==> src/rtl/mpadd_pkg.sv <==
// Shared word width and FSM state encoding for the multi-precision add/sub sequencer.
package mpadd_pkg;
  localparam int WORD_W = 32;

  typedef enum logic [1:0] {
    IDLE = 2'd0,
    RUN  = 2'd1,
    DONE = 2'd2
  } state_t;
endpackage

==> src/rtl/add_rca_32_bit.sv <==
// 32-bit ripple-carry adder: combinational sum and carry-out from x, y and carry-in.
module add_rca_32_bit (
  input  logic [31:0] i_x,
  input  logic [31:0] i_y,
  input  logic        i_ci,
  output logic [31:0] o_sum,
  output logic        o_co
);
  logic v_carry;

  always_comb begin
    v_carry = i_ci;
    o_sum   = '0;
    for (int i = 0; i < 32; i++) begin
      o_sum[i] = i_x[i] ^ i_y[i] ^ v_carry;
      v_carry  = (i_x[i] & i_y[i]) | (v_carry & (i_x[i] ^ i_y[i]));
    end
    o_co = v_carry;
  end
endmodule

==> src/rtl/add_mp_seq.sv <==
// Multi-precision add/subtract sequencer: one 32-bit word per cycle through add_rca_32_bit,
// LS word first. Define MPADD_SUB_EN to enable subtraction (sub input otherwise ignored).
module add_mp_seq
  import mpadd_pkg::*;
#(
  parameter int WORDS = 4
) (
  input  logic                    clk,
  input  logic                    rst_n,
  input  logic                    start,
  input  logic                    sub,
  input  logic [WORDS*WORD_W-1:0] a,
  input  logic [WORDS*WORD_W-1:0] b,
  output logic                    busy,
  output logic                    done,
  output logic [WORDS*WORD_W-1:0] result,
  output logic                    co,
  output logic                    ovf
);
  localparam int IDX_W = (WORDS > 1) ? $clog2(WORDS) : 1;
  localparam logic [IDX_W-1:0] LAST_IDX = IDX_W'(WORDS - 1);

  // Handshake: start is taken on any rising edge where busy==0 (IDLE or DONE);
  // done pulses for one cycle and result/co/ovf are valid from then until the next accept.
  state_t              r_state;
  logic [IDX_W-1:0]    r_idx;
  logic [WORD_W-1:0]   r_a      [WORDS];
  logic [WORD_W-1:0]   r_b      [WORDS];
  logic [WORD_W-1:0]   r_result [WORDS];
  logic                r_carry;
  logic                r_co;
  logic                r_ovf;
  logic                r_busy;
  logic                r_done;

  logic [WORD_W-1:0]   w_x;
  logic [WORD_W-1:0]   w_y;
  logic [WORD_W-1:0]   w_sum;
  logic                w_co;
  logic                w_sub_in;

  assign w_x = r_a[r_idx];

`ifdef MPADD_SUB_EN
  logic r_sub;
  assign w_sub_in = sub;
  assign w_y      = r_b[r_idx] ^ {WORD_W{r_sub}};

  always_ff @(posedge clk or negedge rst_n) begin
    if (!rst_n)
      r_sub <= 1'b0;
    else if (start && !r_busy)
      r_sub <= sub;
  end
`else
  logic w_unused_sub;
  assign w_unused_sub = sub;
  assign w_sub_in     = 1'b0;
  assign w_y          = r_b[r_idx];
`endif

  add_rca_32_bit u_add (
    .i_x   (w_x),
    .i_y   (w_y),
    .i_ci  (r_carry),
    .o_sum (w_sum),
    .o_co  (w_co)
  );

  always_ff @(posedge clk or negedge rst_n) begin
    if (!rst_n) begin
      r_state <= IDLE;
      r_idx   <= '0;
      r_carry <= 1'b0;
      r_co    <= 1'b0;
      r_ovf   <= 1'b0;
      r_busy  <= 1'b0;
      r_done  <= 1'b0;
      for (int i = 0; i < WORDS; i++) begin
        r_a[i]      <= '0;
        r_b[i]      <= '0;
        r_result[i] <= '0;
      end
    end else begin
      case (r_state)
        IDLE, DONE: begin
          r_done <= 1'b0;
          if (start) begin
            for (int i = 0; i < WORDS; i++) begin
              r_a[i] <= a[i*WORD_W +: WORD_W];
              r_b[i] <= b[i*WORD_W +: WORD_W];
            end
            r_idx   <= '0;
            r_carry <= w_sub_in;
            r_busy  <= 1'b1;
            r_state <= RUN;
          end else begin
            r_state <= IDLE;
          end
        end
        RUN: begin
          r_result[r_idx] <= w_sum;
          r_carry         <= w_co;
          r_idx           <= r_idx + 1'b1;
          if (r_idx == LAST_IDX) begin
            // Overflow judged on the MS word with the (possibly inverted) B operand.
            r_co    <= w_co;
            r_ovf   <= (w_x[WORD_W-1] == w_y[WORD_W-1]) && (w_sum[WORD_W-1] != w_x[WORD_W-1]);
            r_idx   <= '0;
            r_busy  <= 1'b0;
            r_done  <= 1'b1;
            r_state <= DONE;
          end
        end
        default: begin
          r_busy  <= 1'b0;
          r_done  <= 1'b0;
          r_state <= IDLE;
        end
      endcase
    end
  end

  for (genvar g = 0; g < WORDS; g++) begin : g_result
    assign result[g*WORD_W +: WORD_W] = r_result[g];
  end

  assign busy = r_busy;
  assign done = r_done;
  assign co   = r_co;
  assign ovf  = r_ovf;
endmodule

==> config.mk <==
export PLATFORM = sky130hd
export DESIGN_NAME = add_mp_seq
export DESIGN_NICKNAME = d
export VERILOG_FILES = /design/src/rtl/mpadd_pkg.sv /design/src/rtl/add_rca_32_bit.sv /design/src/rtl/add_mp_seq.sv
export SDC_FILE = /design/constraint.sdc
export NUM_CORES = 1
export LEC_CHECK = 0
export BUFFER_PORTS_ARGS = -buffer_cell sky130_fd_sc_hd__buf_4
export CAP_MARGIN = 5
export CORE_MARGIN = 5
export CORE_UTILIZATION = 58
export CTS_BUF_LIST = sky130_fd_sc_hd__clkbuf_16
export DETAILED_ROUTE_END_ITERATION = 7
export GPL_ROUTABILITY_DRIVEN = 1
export GPL_TIMING_DRIVEN = 0
export PLACE_DENSITY_LB_ADDON = 0.2
export SLEW_MARGIN = 20
export SYNTH_ARGS = -nofsm -noshare
export SYNTH_HDL_FRONTEND = slang
export SYNTH_SLANG_ARGS = --single-unit
==> constraint.sdc <==
create_clock -name clk -period 45.6 [get_ports clk]
set_clock_uncertainty 0.1 [all_clocks]
set_input_delay 4.56 -clock clk [delete_from_list [all_inputs] [get_ports clk]]
set_output_delay 4.56 -clock clk [all_outputs]
set_load 0.03 [all_outputs]
==> metrics.txt, run 1 <==
Post-Syn Area=about 17,000 um^2; TritonRoute pass-1 iters=5; xor/xnor cell area share of the yosys netlist=0.000519; Clock Sinks=slightly below 400; status=completed; #FFs+latches synth=slightly below 400; port bufs=390; Die Y=between 150 and 200 um; Initial Util=0.588; RSZ-0062 raised after global routing=false; CORE AREA=roughly 29,000 um^2; most frequent CP cell=fa_1; CTS tree=done; type of origin of the critical path=flip-flop; number of library cell types mapped by synthesis=22; total wire length=50.6 mm; GRT Util Overall=0.313; post-synthesis compound-gate area fraction=0.00556; total congestion overflow=0; chip width=181 um; max incr delay on CP=0.60 ns; final hold vios=0; post-CTS sizing=0; setup TNS=0 ns; Reg clk slew, reported paths=0.06 ns; Crit Path Class=flip-flop to flip-flop; worst-case clock buffer depth=3; first-pass GRT wire length=about 79 mm; Final Critical Period=16.75 ns; clk_lat worst skew=0.53 ns; htree depth=2; Post-Synthesis Net Count=1,817; hold_buf cts=0; io pins=about 400; vias in the first global route=14.1k; sequential-to-total area share from yosys stat=0.581; Synth Area in Adders=0.0416; critical path's top delay family=adder cells; pin count of the biggest net entering global routing=94; WHS=around 0.37 ns; Required @ worst endpoint=45.95 ns; Crit-path slowest cell=clkbuf_1; final slew viol count=0; CP arrival=17.10 ns; main combinational cell family by area after synthesis=simple AND/OR/NAND/NOR gates; CP Capture Type=flip-flop; Least-Margin Pin Slew=0.742 ns; Rel. slew slack=0.506; final setup vio count=0; Final HPWL DP=37.4 mm; Leakage=11.3 nW; worst hold-check path type=flip-flop to flip-flop; Max Cap Viol=0; yosys warns=0; antenna viol nets, final=0; RD Place Congestion=0.923; # DRC=0; Post-CTS Setup Inserts=0; wire per inst=21.3 um; fraction of layout cells with a size suffix above 1=0.358; maximum clock rate=59.7 MHz; Power Density=92.2 nW/um^2; total die area=about 33,000 um^2; DR iter-0 viols=approximately 1.1k; Syn-to-layout area delta=28.7%; clk root buf=clkbuf_16; worst ir drop on vdd=0.0428 mV; crit-path max FO=10; Via density=5.47; CP Buf/Inv Count=5; Final period util=0.367; Rows=62; Avg Cell Area, Syn=11.1 um^2; initial antenna violation count=5; Simple-Gate Fraction of Synth Area=0.177; post-synthesis mux area share=0.165; Num CTS Buffers=41; post-synthesis cell count=1,520; Nets=2,254; vias post-DR=13.0k
==> per-layer routing <==
layer  track usage  vias to the layer above  share of wire
met1         0.423                     6439           0.40
met4         0.137                        6          0.046
li1              -                     5778              -
met2         0.496                      633           0.48
met5             0                        -        0.00087
met3        0.0674                      133          0.078
==> layout make-up <==
class	count	area, um^2
flip-flops and latches	392	9810
fillers	1995	6970
multi-input cells	1030	6600
repair buffers	394	3050
clock buffers	43	1080
well taps	384	480
plain buffers	87	443
clock inverters	33	234
inverters	11	41.3
diodes	2	5.00
==> worst register-to-register path: cells and delay by family (launching register included) <==
kind                       cells  cell delay (ns)
DFF                            1             0.44
muxes                          1             0.46
adders and majority gates     32            14.13
xor gates and xnor gates       1             0.20
buffers and inverters          5             1.20
AOI/OAI and AO/OA              1             0.17
==> cells in the final DEF, fill, tap and decap left out <==
cell type / n
dfrtp_1: 392
o31ai_1: 1
buf_16: 4
mux2_2: 120
diode_2: 2
fa_1: 32
buf_4: 392
nor2b_1: 1
ha_1: 5
nand2_1: 780
nand3b_1: 4
inv_1: 18
inv_6: 2
o31ai_2: 1
clkinv_2: 5
nand2b_1: 2
bufinv_16: 3
buf_2: 72
buf_6: 2
clkinvlp_4: 4
buf_1: 2
xor2_1: 1
nor2_1: 3
buf_8: 1
a22o_1: 1
mux4_2: 64
clkbuf_1: 8
clkbuf_16: 43
o21ai_0: 13
nand3_1: 2
clkinv_1: 12
==> report_power, final <==
group	switching (mW)	leakage, nW	internal [mW]
sequential	0.0967	4.80	0.524
combinational	0.613	5.81	0.443
clock	0.138	0.658	0.188
==> Yosys cell counts <==
cell      number  area share
a22o_1         1     0.00052
buf_1          2     0.00044
buf_2         72       0.021
buf_4          3      0.0013
buf_6          2      0.0013
clkbuf_1       8      0.0018
dfrtp_1      392        0.58
fa_1          32       0.038
ha_1           5      0.0037
inv_1         11      0.0024
mux2_2       120       0.080
mux4_2        64       0.085
nand2_1      780        0.17
nand2b_1       2     0.00074
nand3_1        2     0.00059
nand3b_1       4      0.0018
nor2_1         3     0.00067
nor2b_1        1     0.00037
o21ai_0       13      0.0039
o31ai_1        1     0.00044
o31ai_2        1     0.00074
xor2_1         1     0.00052
==> final timing paths <==
path | from | end | slack [ns] | cells past startpoint
setup reg to reg | r_idx[1]$_DFFE_PN0P_ | ovf$_DFFE_PN0P_ | 28.85 | 40
hold / removal | r_a[22]$_DFFE_PN0P_ | r_a[22]$_DFFE_PN0P_ | 0.37 | 2
min in group asynchronous | rst_n | r_a[106]$_DFFE_PN0P_ | 3.87 | 1
setup / recovery | r_idx[1]$_DFFE_PN0P_ | ovf$_DFFE_PN0P_ | 28.85 | 40
max in group asynchronous | rst_n | r_a[122]$_DFFE_PN0P_ | 39.97 | 4
hold reg to reg | r_a[22]$_DFFE_PN0P_ | r_a[22]$_DFFE_PN0P_ | 0.37 | 2
==> sequential cells by signal, summed over array words and instances (netlist names) <==
register  cells
r_a         128
r_b         128
result      128
r_idx         2
r_state       2
busy          1
co            1
ovf           1
r_carry       1
==> stage by stage <==
stage	instances	setup WS, ns	utilization	total power, mW	area, um^2
after floorplan	1520	30.18	-	1.26	16900
after global placement	2294	28.98	0.707	1.62	20300
after detailed placement	2298	28.91	0.711	1.67	20400
after CTS	2374	28.86	0.757	2.00	21700
after global routing	2376	28.30	0.757	2.12	21700
final	2376	28.85	0.757	2.00	21700
==> cells by family (layout without fill, tap and decap cells) <==
kind of cell | after synthesis | in the layout
other cells | 0 | 2
compound gates | 16 | 16
fa+ha+maj | 37 | 37
simple gates | 792 | 792
xor+xnor | 1 | 1
mux | 184 | 184
flops | 392 | 392
buf+inv | 98 | 568
Power figures use the tool's default switching activity.
==> inputs of run 2 (changes only) <==
--- a/config.mk
+++ b/config.mk
@@ -8,7 +8,7 @@
 export BUFFER_PORTS_ARGS = -buffer_cell sky130_fd_sc_hd__buf_4
 export CAP_MARGIN = 5
 export CORE_MARGIN = 5
-export CORE_UTILIZATION = 58
+export CORE_UTILIZATION = 54
 export CTS_BUF_LIST = sky130_fd_sc_hd__clkbuf_16
 export DETAILED_ROUTE_END_ITERATION = 7
 export GPL_ROUTABILITY_DRIVEN = 1
==> constraint.sdc (replaced) <==
create_clock -name clk -period 16.25 [get_ports clk]
set_clock_uncertainty 0.1 [all_clocks]
set_input_delay 1.625 -clock clk [delete_from_list [all_inputs] [get_ports clk]]
set_output_delay 1.625 -clock clk [all_outputs]
set_load 0.03 [all_outputs]
==> run 2 against run 1 <==
Net effect:
- sequential power grew to 2.8 times the previous value
- clock-buffer cell count is the same
- combinational power grew to 2.8 times the previous value
- clock power grew to 2.7 times the previous value
- wire length grew 0.27%
- largest power group unchanged
- register-to-register slack lost 28 ns
- largest cell class unchanged
- non-clock buffer count grew 5
- sequential cell count is the same
- worst setup slack lost 28 ns
- via count grew 0.42%
==> metrics.txt, run 2 (synthesized netlist as in run 1, its figures left out) <==
Rel. slew slack=0.487; Max Cap Viol=0; most frequent CP cell=fa_1; worst reg2reg endpoint=ovf$_DFFE_PN0P_; Nets=2,259; Final HPWL DP=37.9 mm; DR iter-0 viols=792; CP arrival=16.10 ns; Reg clk slew, reported paths=0.06 ns; Crit-path slowest cell=mux4_2; crit-path max FO=10; critical path's top delay family=adder cells; Die Y=around 190 um; worst ir drop on vdd=0.118 mV; CP Capture Type=flip-flop; CORE AREA=30,700 um^2; max incr delay on CP=0.55 ns; WHS=about 0.37 ns; Final period util=0.971; # DRC=0; total die area=~35,000 um^2; RSZ-0062 raised after global routing=false; type of origin of the critical path=flip-flop; hold_buf cts=0; final setup vio count=0; chip width=around 190 um; Initial Util=0.549; met3 Track Usage GR=0.0530; Syn-to-layout area delta=29.0%; Crit. Startpoint=r_idx[0]$_DFFE_PN0P_; vias in the first global route=between 10k and 15k; commonest non-fill, non-tap cells in the layout=nand2_1, buf_4, dfrtp_1; Critical R2R Launch=r_idx[0]$_DFFE_PN0P_; RD Place Congestion=0.895; worst-case clock buffer depth=3; most common cell after layout, fill and taps aside=nand2_1; FF-to-FF path depth=40; Seq. cell area=9810 um^2; final-layout fill cell count=around 2.3k; Leakage=11.3 nW; total wire length=between 50 and 60 mm; vias post-DR=around 13k; met2 Use GR=0.464; maximum clock rate=~63 MHz; worst hold-check path type=flip-flop to flip-flop; Crit. path cell count=40; grt met1 use=0.397; Num CTS Buffers=41; Crit Path Class=flip-flop to flip-flop; total congestion overflow=0; initial antenna violation count=5; pin count of the biggest net entering global routing=slightly above 100; GRT Util Overall=0.290; Via density=about 5.5; Least-Margin Pin Slew=0.770 ns; area taken by multi-input logic gates=6620 um^2; TritonRoute pass-1 iters=5; Worst Setup EP=ovf$_DFFE_PN0P_; final hold vios=0; R2R Setup Slk=0.47 ns; Clock Sinks=slightly below 400; htree depth=2; Rows=64; wire per inst=21.2 um; first-pass GRT wire length=78.7 mm; Required @ worst endpoint=16.57 ns; final slew viol count=0; clk_lat worst skew=0.53 ns; busiest layer in global routing=met2; fraction of layout cells with a size suffix above 1=0.364; Power Density=approximately 260 nW/um^2; clk root buf=clkbuf_16; total power draw=5.63 mW; antenna viol nets, final=0; CTS tree=done; io pins=392; CP Buf/Inv Count=5; status=completed; port bufs=just under 400; Final Critical Period=15.78 ns
run 2: timing repair:
action | CTS | global route
cloned | 0 | 0
setup endpoints to repair | 10 | 6
buffers inserted | 1 | 5
resized for setup | 12 | 8
run 2: area by class of cell:
type,instances,share of cell area
Sequential cell,392,0.450
Inverter,11,0.00190
Clock buffer,43,0.0494
Timing Repair Buffer,400,0.142
Buffer,86,0.0217
Antenna cell,3,0.000345
Multi-Input combinational cell,1030,0.304
Clock inverter,32,0.00781
Tap cell,396,0.0227
run 2: power by group:
group          switching, mW  total (mW)  internal, mW
logic                   1.74        3.02          1.28
registers              0.264        1.73          1.47
clock network          0.383       0.877         0.494
total                   2.39        5.63          3.25
run 2: worst min-delay path by stage:
stage                     cells after the start                 from  slack [ns]                  end
after global routing                          2  r_a[56]$_DFFE_PN0P_        0.39  r_a[56]$_DFFE_PN0P_
after floorplan                               2  r_a[32]$_DFFE_PN0P_        0.34  r_a[32]$_DFFE_PN0P_
after global placement                        2  r_a[40]$_DFFE_PN0P_        0.35  r_a[40]$_DFFE_PN0P_
after detailed placement                      2  r_b[21]$_DFFE_PN0P_        0.36  r_b[21]$_DFFE_PN0P_
final                                         2  r_a[34]$_DFFE_PN0P_        0.37  r_a[34]$_DFFE_PN0P_
after CTS                                     2  r_b[21]$_DFFE_PN0P_        0.37  r_b[21]$_DFFE_PN0P_
run 2: per-stage QoR:
| step | cell area [um^2] | setup slack, ns | util | cells | TNS [ns] |
|---|---|---|---|---|---|
| after global placement | 20300 | -0.419 | 0.661 | 2306 | -1.40 |
| after floorplan | 16900 | 0.831 | - | 1520 | 0 |
| final | 21800 | 0.472 | 0.708 | 2393 | 0 |
| after detailed placement | 20400 | -0.490 | 0.664 | 2310 | -1.85 |
| after global routing | 21800 | 0.0234 | 0.708 | 2393 | 0 |
| after CTS | 21700 | 0.0229 | 0.706 | 2385 | 0 |
run 2: layer usage:
metal  part of all wire  routed length (um)
met5            0.00055                  28
met3              0.080                4070
met1               0.40               20500
met4              0.045                2290
met2               0.47               23900
run 2: tightest hold or removal path, stage by stage (launching register included):
cell	delay [ns]
dfrtp_1	0.34
nand2_1	0.05
nand2_1	0.05
